==> src/rtl/fp_mul_seq.sv <==
// fp_mul_seq: multi-cycle multiplier for the unsigned FP format
// {exp, explicit man}. The mantissas are multiplied by radix-2 shift-add,
// the product is post-normalised one bit per cycle, and overflow and
// underflow saturate. Valid/ready handshakes are on both sides.
//
// state | meaning
// IDLE  | waiting for an operand pair; in_ready high
// MUL   | MAN_W shift-add iterations into the accumulator
// NORM  | left-shift the truncated product until its MSB is set, then resolve flags
// DONE  | result held; waiting for out_ready
module fp_mul_seq #(
    parameter int EXP_W = 5,
    parameter int MAN_W = 11,
    parameter int BIAS  = 2**(EXP_W-1)-1
) (
    input  logic                   clk,
    input  logic                   rst_n,
    input  logic                   in_valid,
    output logic                   in_ready,
    input  logic [EXP_W+MAN_W-1:0] in_a,
    input  logic [EXP_W+MAN_W-1:0] in_b,
    output logic                   out_valid,
    input  logic                   out_ready,
    output logic [EXP_W+MAN_W-1:0] out_result,
    output logic                   out_ovf,
    output logic                   out_unf,
    output logic                   busy
);

    localparam int W   = EXP_W + MAN_W;
    localparam int CW  = $clog2(MAN_W + 1);
    localparam int ESW = EXP_W + 2;
    // The working exponent carries extra headroom so that it cannot wrap
    // during up to MAN_W-1 normalisation decrements.
    localparam int EW  = ESW + CW;
    localparam logic signed [EW-1:0] E_MAX = EW'(2**EXP_W - 1);

    typedef enum logic [1:0] {IDLE, MUL, NORM, DONE} state_t;

    state_t                  state_q;
    logic [2*MAN_W-1:0]      mcand_q;
    logic [2*MAN_W-1:0]      acc_q;
    logic [2*MAN_W-1:0]      acc_d;
    logic [MAN_W-1:0]        man_b_q;
    logic [MAN_W-1:0]        pm_q;
    logic [CW-1:0]           cnt_q;
    logic signed [ESW-1:0]   esum_q;
    logic signed [ESW-1:0]   esum_d;
    logic signed [EW-1:0]    e_q;
    logic [W-1:0]            res_q;
    logic                    ovf_q;
    logic                    unf_q;

    // One shift-add step: add the shifted multiplicand when the multiplier LSB is set.
    always_comb begin
        acc_d = acc_q;
        if (man_b_q[0]) acc_d = acc_q + mcand_q;
    end

    // Biased exponent sum of the incoming operands.
    always_comb begin
        esum_d = ESW'({2'b00, in_a[W-1:MAN_W]}) + ESW'({2'b00, in_b[W-1:MAN_W]}) - ESW'(BIAS);
    end

    // Control FSM and datapath registers.
    always_ff @(posedge clk or negedge rst_n) begin
        if (!rst_n) begin
            state_q <= IDLE;
            mcand_q <= '0;
            acc_q   <= '0;
            man_b_q <= '0;
            pm_q    <= '0;
            cnt_q   <= '0;
            esum_q  <= '0;
            e_q     <= '0;
            res_q   <= '0;
            ovf_q   <= 1'b0;
            unf_q   <= 1'b0;
        end else begin
            case (state_q)
                IDLE: begin
                    if (in_valid) begin
                        mcand_q <= {{MAN_W{1'b0}}, in_a[MAN_W-1:0]};
                        man_b_q <= in_b[MAN_W-1:0];
                        esum_q  <= esum_d;
                        acc_q   <= '0;
                        cnt_q   <= '0;
                        state_q <= MUL;
                    end
                end
                MUL: begin
                    acc_q   <= acc_d;
                    mcand_q <= mcand_q << 1;
                    man_b_q <= man_b_q >> 1;
                    cnt_q   <= cnt_q + CW'(1);
                    if (cnt_q == CW'(MAN_W - 1)) begin
                        // Truncate to the upper half; no rounding.
                        pm_q    <= acc_d[2*MAN_W-1:MAN_W];
                        e_q     <= EW'(esum_q);
                        state_q <= NORM;
                    end
                end
                NORM: begin
                    if (pm_q == '0) begin
                        res_q   <= '0;
                        ovf_q   <= 1'b0;
                        unf_q   <= 1'b0;
                        state_q <= DONE;
                    end else if (pm_q[MAN_W-1]) begin
                        if (e_q > E_MAX) begin
                            res_q <= '1;
                            ovf_q <= 1'b1;
                            unf_q <= 1'b0;
                        end else if (e_q[EW-1]) begin
                            res_q <= '0;
                            ovf_q <= 1'b0;
                            unf_q <= 1'b1;
                        end else begin
                            res_q <= {e_q[EXP_W-1:0], pm_q};
                            ovf_q <= 1'b0;
                            unf_q <= 1'b0;
                        end
                        state_q <= DONE;
                    end else begin
                        pm_q <= pm_q << 1;
                        e_q  <= e_q - EW'(1);
                    end
                end
                DONE: begin
                    if (out_ready) state_q <= IDLE;
                end
                default: state_q <= IDLE;
            endcase
        end
    end

    assign in_ready   = (state_q == IDLE);
    assign out_valid  = (state_q == DONE);
    assign busy       = (state_q != IDLE);
    assign out_result = res_q;
    assign out_ovf    = ovf_q;
    assign out_unf    = unf_q;

endmodule

==> config.mk <==
export PLATFORM = sky130hd
export DESIGN_NAME = fp_mul_seq
export DESIGN_NICKNAME = d
export VERILOG_FILES = /design/src/rtl/fp_mul_seq.sv
export SDC_FILE = /design/constraint.sdc
export NUM_CORES = 1
export LEC_CHECK = 0
export ABC_AREA = 1
export BUFFER_PORTS_ARGS = -buffer_cell sky130_fd_sc_hd__buf_2
export CAP_MARGIN = 5
export CELL_PAD_IN_SITES_DETAIL_PLACEMENT = 2
export CELL_PAD_IN_SITES_GLOBAL_PLACEMENT = 2
export CORE_MARGIN = 4
export CORE_UTILIZATION = 38
export CTS_BUF_LIST = sky130_fd_sc_hd__clkbuf_16
export DETAILED_ROUTE_END_ITERATION = 16
export PLACE_DENSITY = 0.95
export SLEW_MARGIN = 20
export SYNTH_ARGS = -nofsm -noshare
export SYNTH_HDL_FRONTEND = slang
export SYNTH_SLANG_ARGS = --single-unit
==> constraint.sdc <==
create_clock -name clk -period 3.4 [get_ports clk]
set_clock_uncertainty 0.15 [all_clocks]
set_input_delay 0.34 -clock clk [delete_from_list [all_inputs] [get_ports clk]]
set_output_delay 0.34 -clock clk [all_outputs]
set_load 0.01 [all_outputs]
==> flow_metrics.tcl, run 1 <==
set metrics [dict create \
    synth_area_mm2 0.00647 \
    fillers 1860 \
    syn_inst 843 \
    worstPathBufferInverterCount 5 \
    timing.max_cap.violations 0 \
    place.gp.congestion 0.855 \
    routedWlPerCell_um 26.1 \
    antenna_found_initial 2 \
    grt_max_degree 77 \
    vdd_drop_max_mv 0.445 \
    design.core.area_mm2 0.0166 \
    synth_cell_types 42 \
    grt_pass1_wl_um 45600 \
    htree_levels 3 \
    critical_path_required_ps 3480 \
    worst-slew-pin-transition_ps 868 \
    slowest_delay_ps 700 \
    die_height_um 138 \
    cts.sinks 108 \
    avgSynthCellArea_um2 7.68 \
    ant_nets 0 \
    cp-end-kind "flip-flop" \
    async_flop_share_pct 100 \
    layout_commonest_cell "nand2_1" \
    placed_area_mm2 0.00697 \
    start_kind "flip-flop" \
    synth-edff-count 0 \
    numCtsBuffers 9 \
    powerDensity_mw_per_mm2 1110 \
    drv_slew 0 \
    root_buffer "clkbuf_16" \
    mostFrequentLayoutCells "nand2_1, inv_1, dfrtp_1, nand3_1" \
    tns_ps 0 \
    drtIter0Drc 428 \
    drc 0 \
    total_power_mw 8.10 \
    synth_top_flop_cell "dfrtp_1" \
    ys_seq_area_share_pct 41.8 \
    yosysWarnings 0 \
    fin_nets 968 \
    clk-insertion-delay-late_ps 380 \
    worstSetupPathType "flip-flop to flip-flop" \
    flow.area_growth_from_synthesis_pct 12.8 \
    final_cell_area_mm2 0.00730 \
    grt.overflow.total 0 \
    cts_tree "done" \
    firstDrtPassIters 5 \
    critical_path.top_delay_family "buffers and inverters" \
    max_freq_ghz 0.317 \
    grt_pass1_vias 7589 \
    diodes 0 \
    wl_um 29200 \
    final-hold-violation-count 0 \
    vias 6559 \
    placementRows 47 \
    io_buffer_count 56 \
    hp-class "primary input to flip-flop" \
    drive_gt1_share_pct 11.5 \
    crit_path_top_delay_cell "nor2_1" \
    finalSetupViolCount 0 \
    cp_max_fo 19 \
    track_usage_pct 30.5 \
    cp.arrival_ps 3230 \
    die_w_um 138 \
    viasPerCell 5.87 \
    die_area_mm2 0.0192 \
    cts.path.max_buffers 2 \
    leakage_nw 3.76 \
    period_needed_ps 3150 \
    clkTransAtPathRegs_ps 90 \
    status "completed" \
    pin_count 57 \
    hpwl_um 19100 \
    relSlewSlack_pct 42.1 \
    synth_seq_cells 108 \
    start_util_pct 38.9 \
    rsz0062_at_grt "no" \
    path_cells "inv_1, ha_1, buf_4, inv_2, nor2_1, buf_4, inv_1, o22ai_1" \
    finalCritPeriodShare_pct 92.7 \
    syn_nets 919 \
]
## report_power, final
part / internal [mW] / switching, mW
clock network: 0.594 / 0.594
logic: 1.32 / 3.14
registers: 1.87 / 0.577
total: 3.79 / 4.32
## per-layer routing
| metal | wire [µm] | up-vias | global-route usage (%) |
|---|---|---|---|
| met5 | 28 | - | 0 |
| met4 | 1560 | 4 | 15.8 |
| met3 | 1270 | 112 | 6.42 |
| met2 | 15100 | 235 | 54.3 |
| met1 | 11200 | 3322 | 34.2 |
| li1 | - | 2886 | - |
## flip-flops by register name (all words and copies together), names as in the netlist, 2 cells and up
register and flops:
man_b_q 11, esum_q 7, out_result 16, e_q 11, mcand_q 22, state_q 2
pm_q 11, cnt_q 4, acc_q 22
## per-stage QoR
| step | instances | hold slack (ps) | utilization (%) | setup slack (ps) |
|---|---|---|---|---|
| after global placement | 1100 | 165 | 41.9 | 847 |
| final | 1117 | 66.2 | 43.9 | 248 |
| after CTS | 1117 | 64.6 | 43.9 | 365 |
| after detailed placement | 1100 | 173 | 41.9 | 436 |
| after floorplan | 843 | -106 | - | 1330 |
| after global routing | 1117 | 80.7 | 43.9 | 135 |
## cell families (layout without fill, tap and decap cells)
| group | after synthesis | after routing | synth area share (%) |
|---|---|---|---|
| and+or+nand+nor | 383 | 383 | 25.3 |
| AOI/OAI and AO/OA | 161 | 161 | 15.3 |
| buffers and inverters | 144 | 198 | 8.68 |
| DFF | 108 | 108 | 41.8 |
| adders and majority gates | 40 | 40 | 7.97 |
| xor gates and xnor gates | 7 | 7 | 0.947 |
## cell type report
type | count | area (µm²) | area share [%]
Clock buffer | 9 | 225 | 3.08
Clock inverter | 7 | 91.3 | 1.25
Inverter | 119 | 447 | 6.12
Multi-Input combinational cell | 591 | 3210 | 44.0
Sequential cell | 108 | 2700 | 37.0
Tap cell | 220 | 275 | 3.77
Timing Repair Buffer | 63 | 350 | 4.80
## cell usage after synthesis, drive strengths merged, types with 10 or more instances
| master | count | share of area [%] |
|---|---|---|
| buf | 10 | 0.91 |
| dfrtp | 108 | 42 |
| clkbuf | 15 | 0.87 |
| inv | 119 | 6.9 |
| o22ai | 16 | 1.5 |
| a21oi | 37 | 2.9 |
| nand2 | 219 | 13 |
| nand3 | 85 | 6.7 |
| nor2 | 56 | 3.3 |
| o21ai | 51 | 4.4 |
| a22oi | 11 | 1.3 |
| ha | 38 | 7.3 |
| o211ai | 16 | 1.9 |
| a31oi | 13 | 1.3 |
## final timing paths
kind                                  end  cells past startpoint  slack [ps]      startpoint
min in group asynchronous      mcand_q[7]                      2         330           rst_n
min reg2reg                out_result[10]                      2         360  out_result[10]
max reg2reg                   mcand_q[12]                      8         250      state_q[1]
max                           mcand_q[12]                      8         250      state_q[1]
min                           man_b_q[10]                      2          70        in_b[10]
max in group asynchronous     mcand_q[21]                      3        1960           rst_n
## repair_timing
action                     4_1_cts  5_1_grt
hold endpoints to repair        32        0
setup endpoints to repair        0        0
hold buffers                     1        0
resized for setup                0        0
setup buffers                    0        0
No activity file was read; power rests on OpenSTA's default activity.
==> run 2: changes to the inputs <==
==> constraint.sdc (replaced) <==
create_clock -name clk -period 3.4 [get_ports clk]
set_clock_uncertainty 0.15 [all_clocks]
set_input_delay 0.51 -clock clk [delete_from_list [all_inputs] [get_ports clk]]
set_output_delay 0.51 -clock clk [all_outputs]
set_load 0.01 [all_outputs]
==> run 2 against run 1 <==
  * First-iteration DRC count rose by 20%
  * Core utilization fell by 0.26 points
  * Critical endpoint is now acc_q[14]
  * Final area fell by 0.60%
  * Register-to-register slack improved by 50 ps
  * Via count rose by 1.6%
  * Die area did not move
  * Cell count did not move
==> flow_metrics.tcl, run 2 (same netlist as run 1, synthesis figures left out) <==
set metrics [dict create \
    antenna_found_initial 0 \
    crit_path_frequent_cell "nand3_1" \
    cp.arrival_ps 3190 \
    track_usage_pct 31.2 \
    wl_um 29700 \
    cp-end-kind "flip-flop" \
    cts_hold_buf 0 \
    start_util_pct 38.9 \
    clk-insertion-delay-late_ps 370 \
    root_buffer "clkbuf_16" \
    die_height_um 138 \
    finalCritPeriodShare_pct 91.3 \
    vias 6666 \
    cts_tree "done" \
    relSlewSlack_pct 39.4 \
    tns_ps 0 \
    crit_path_top_delay_cell "dfrtp_1" \
    timing.max_cap.violations 0 \
    grt_pass1_vias 7773 \
    drc 0 \
    viasPerCell 5.97 \
    vdd_drop_max_mv 0.404 \
    hpwl_um 18900 \
    routedWlPerCell_um 26.6 \
    drv_slew 0 \
    htree_levels 3 \
    layout_commonest_cell "nand2_1" \
    leakage_nw 3.74 \
    worst-slew-pin-transition_ps 905 \
    place_ws_ps 661 \
    period_needed_ps 3100 \
    drive_gt1_share_pct 11.4 \
    postCtsSetupBuffers 0 \
    place.gp.congestion 0.819 \
    pin_count 57 \
    grt.overflow.total 0 \
    status "completed" \
    total_power_mw 8.07 \
    powerDensity_mw_per_mm2 1110 \
    rsz0062_at_grt "no" \
    cts.path.max_buffers 2 \
    finalSetupViolCount 0 \
    grt_max_degree 45 \
    clkTransAtPathRegs_ps 80 \
    final-hold-violation-count 0 \
    hp-class "primary input to async pin" \
    drtIter0Drc 514 \
    diodes 0 \
    cts-resized-gates 0 \
    critical_path_required_ps 3490 \
    path_cells "ha_1, inv_1, fa_1, inv_1, nand3_1, nand2_1, inv_1, o21ai_1, nand3_1, nand3_1, nand3_1, nand3_1, nand2_1" \
    numCtsBuffers 9 \
    io_buffer_count 56 \
    flow.area_growth_from_synthesis_pct 12.2 \
    ant_nets 0 \
    finish.utilization_pct 43.6 \
    max_freq_ghz 0.322 \
    fin_nets 968 \
    cp_max_fo 4 \
    fin_ws_ps 297 \
    cts.sinks 108 \
    firstDrtPassIters 5 \
    design.core.area_mm2 0.0166 \
    grt_pass1_wl_um 47200 \
    die_area_mm2 0.0192 \
    placementRows 47 \
    worstSetupPathType "flip-flop to flip-flop" \
    mostFrequentLayoutCells "nand2_1, inv_1, dfrtp_1, nand3_1" \
    die_w_um 138 \
    start_kind "flip-flop" \
    slowest_delay_ps 420 \
]
-- run 2: path summary, 6_finish.rpt --
check,start,to,slack (ps),cells past startpoint
setup / recovery,mcand_q[0],acc_q[14],300,13
hold / removal,rst_n,mcand_q[7],4,1
setup reg to reg,mcand_q[0],acc_q[14],300,13
hold reg to reg,out_result[10],out_result[10],350,2
max in group asynchronous,rst_n,mcand_q[20],2280,2
min in group clk,in_a[3],mcand_q[3],240,3
-- run 2: routing by layer --
layer  global-route usage (%)  part of all wire, %  vias to the layer above
met5                        0                    0                        -
met4                     17.3                  5.8                        0
met3                     4.56                  4.1                      116
met2                     54.9                   51                      283
met1                     36.3                   39                     3383
li1                         -                    -                     2884
-- run 2: cell type report --
class	count	area, µm²
fillers	1887	9380
multi-input cells	591	3210
flip-flops and latches	108	2700
inverters	119	447
repair buffers	63	348
well taps	220	275
clock buffers	9	225
clock inverters	7	50.0
-- run 2: worst max-delay path: cells and delay by family (launching register included) --
family | cells | cell delay [ps]
flops | 1 | 420
compound gates | 1 | 340
simple gates | 7 | 1060
buf+inv | 3 | 390
fa+ha+maj | 2 | 610
-- run 2: power breakdown --
part	total [mW]	internal (mW)	switching (mW)
sequential	2.42	1.87	0.549
combinational	4.57	1.33	3.25
clock	1.07	0.505	0.570
-- run 2: stage by stage --
step	std cells	instance area, µm²	hold WS, ps
6_report	1117	7260	4.04
5_1_grt	1117	7260	36.9
4_1_cts	1117	7250	22.7
3_5_place_dp	1101	6980	338
3_3_place_gp	1101	6980	312
2_1_floorplan	843	6470	64.4
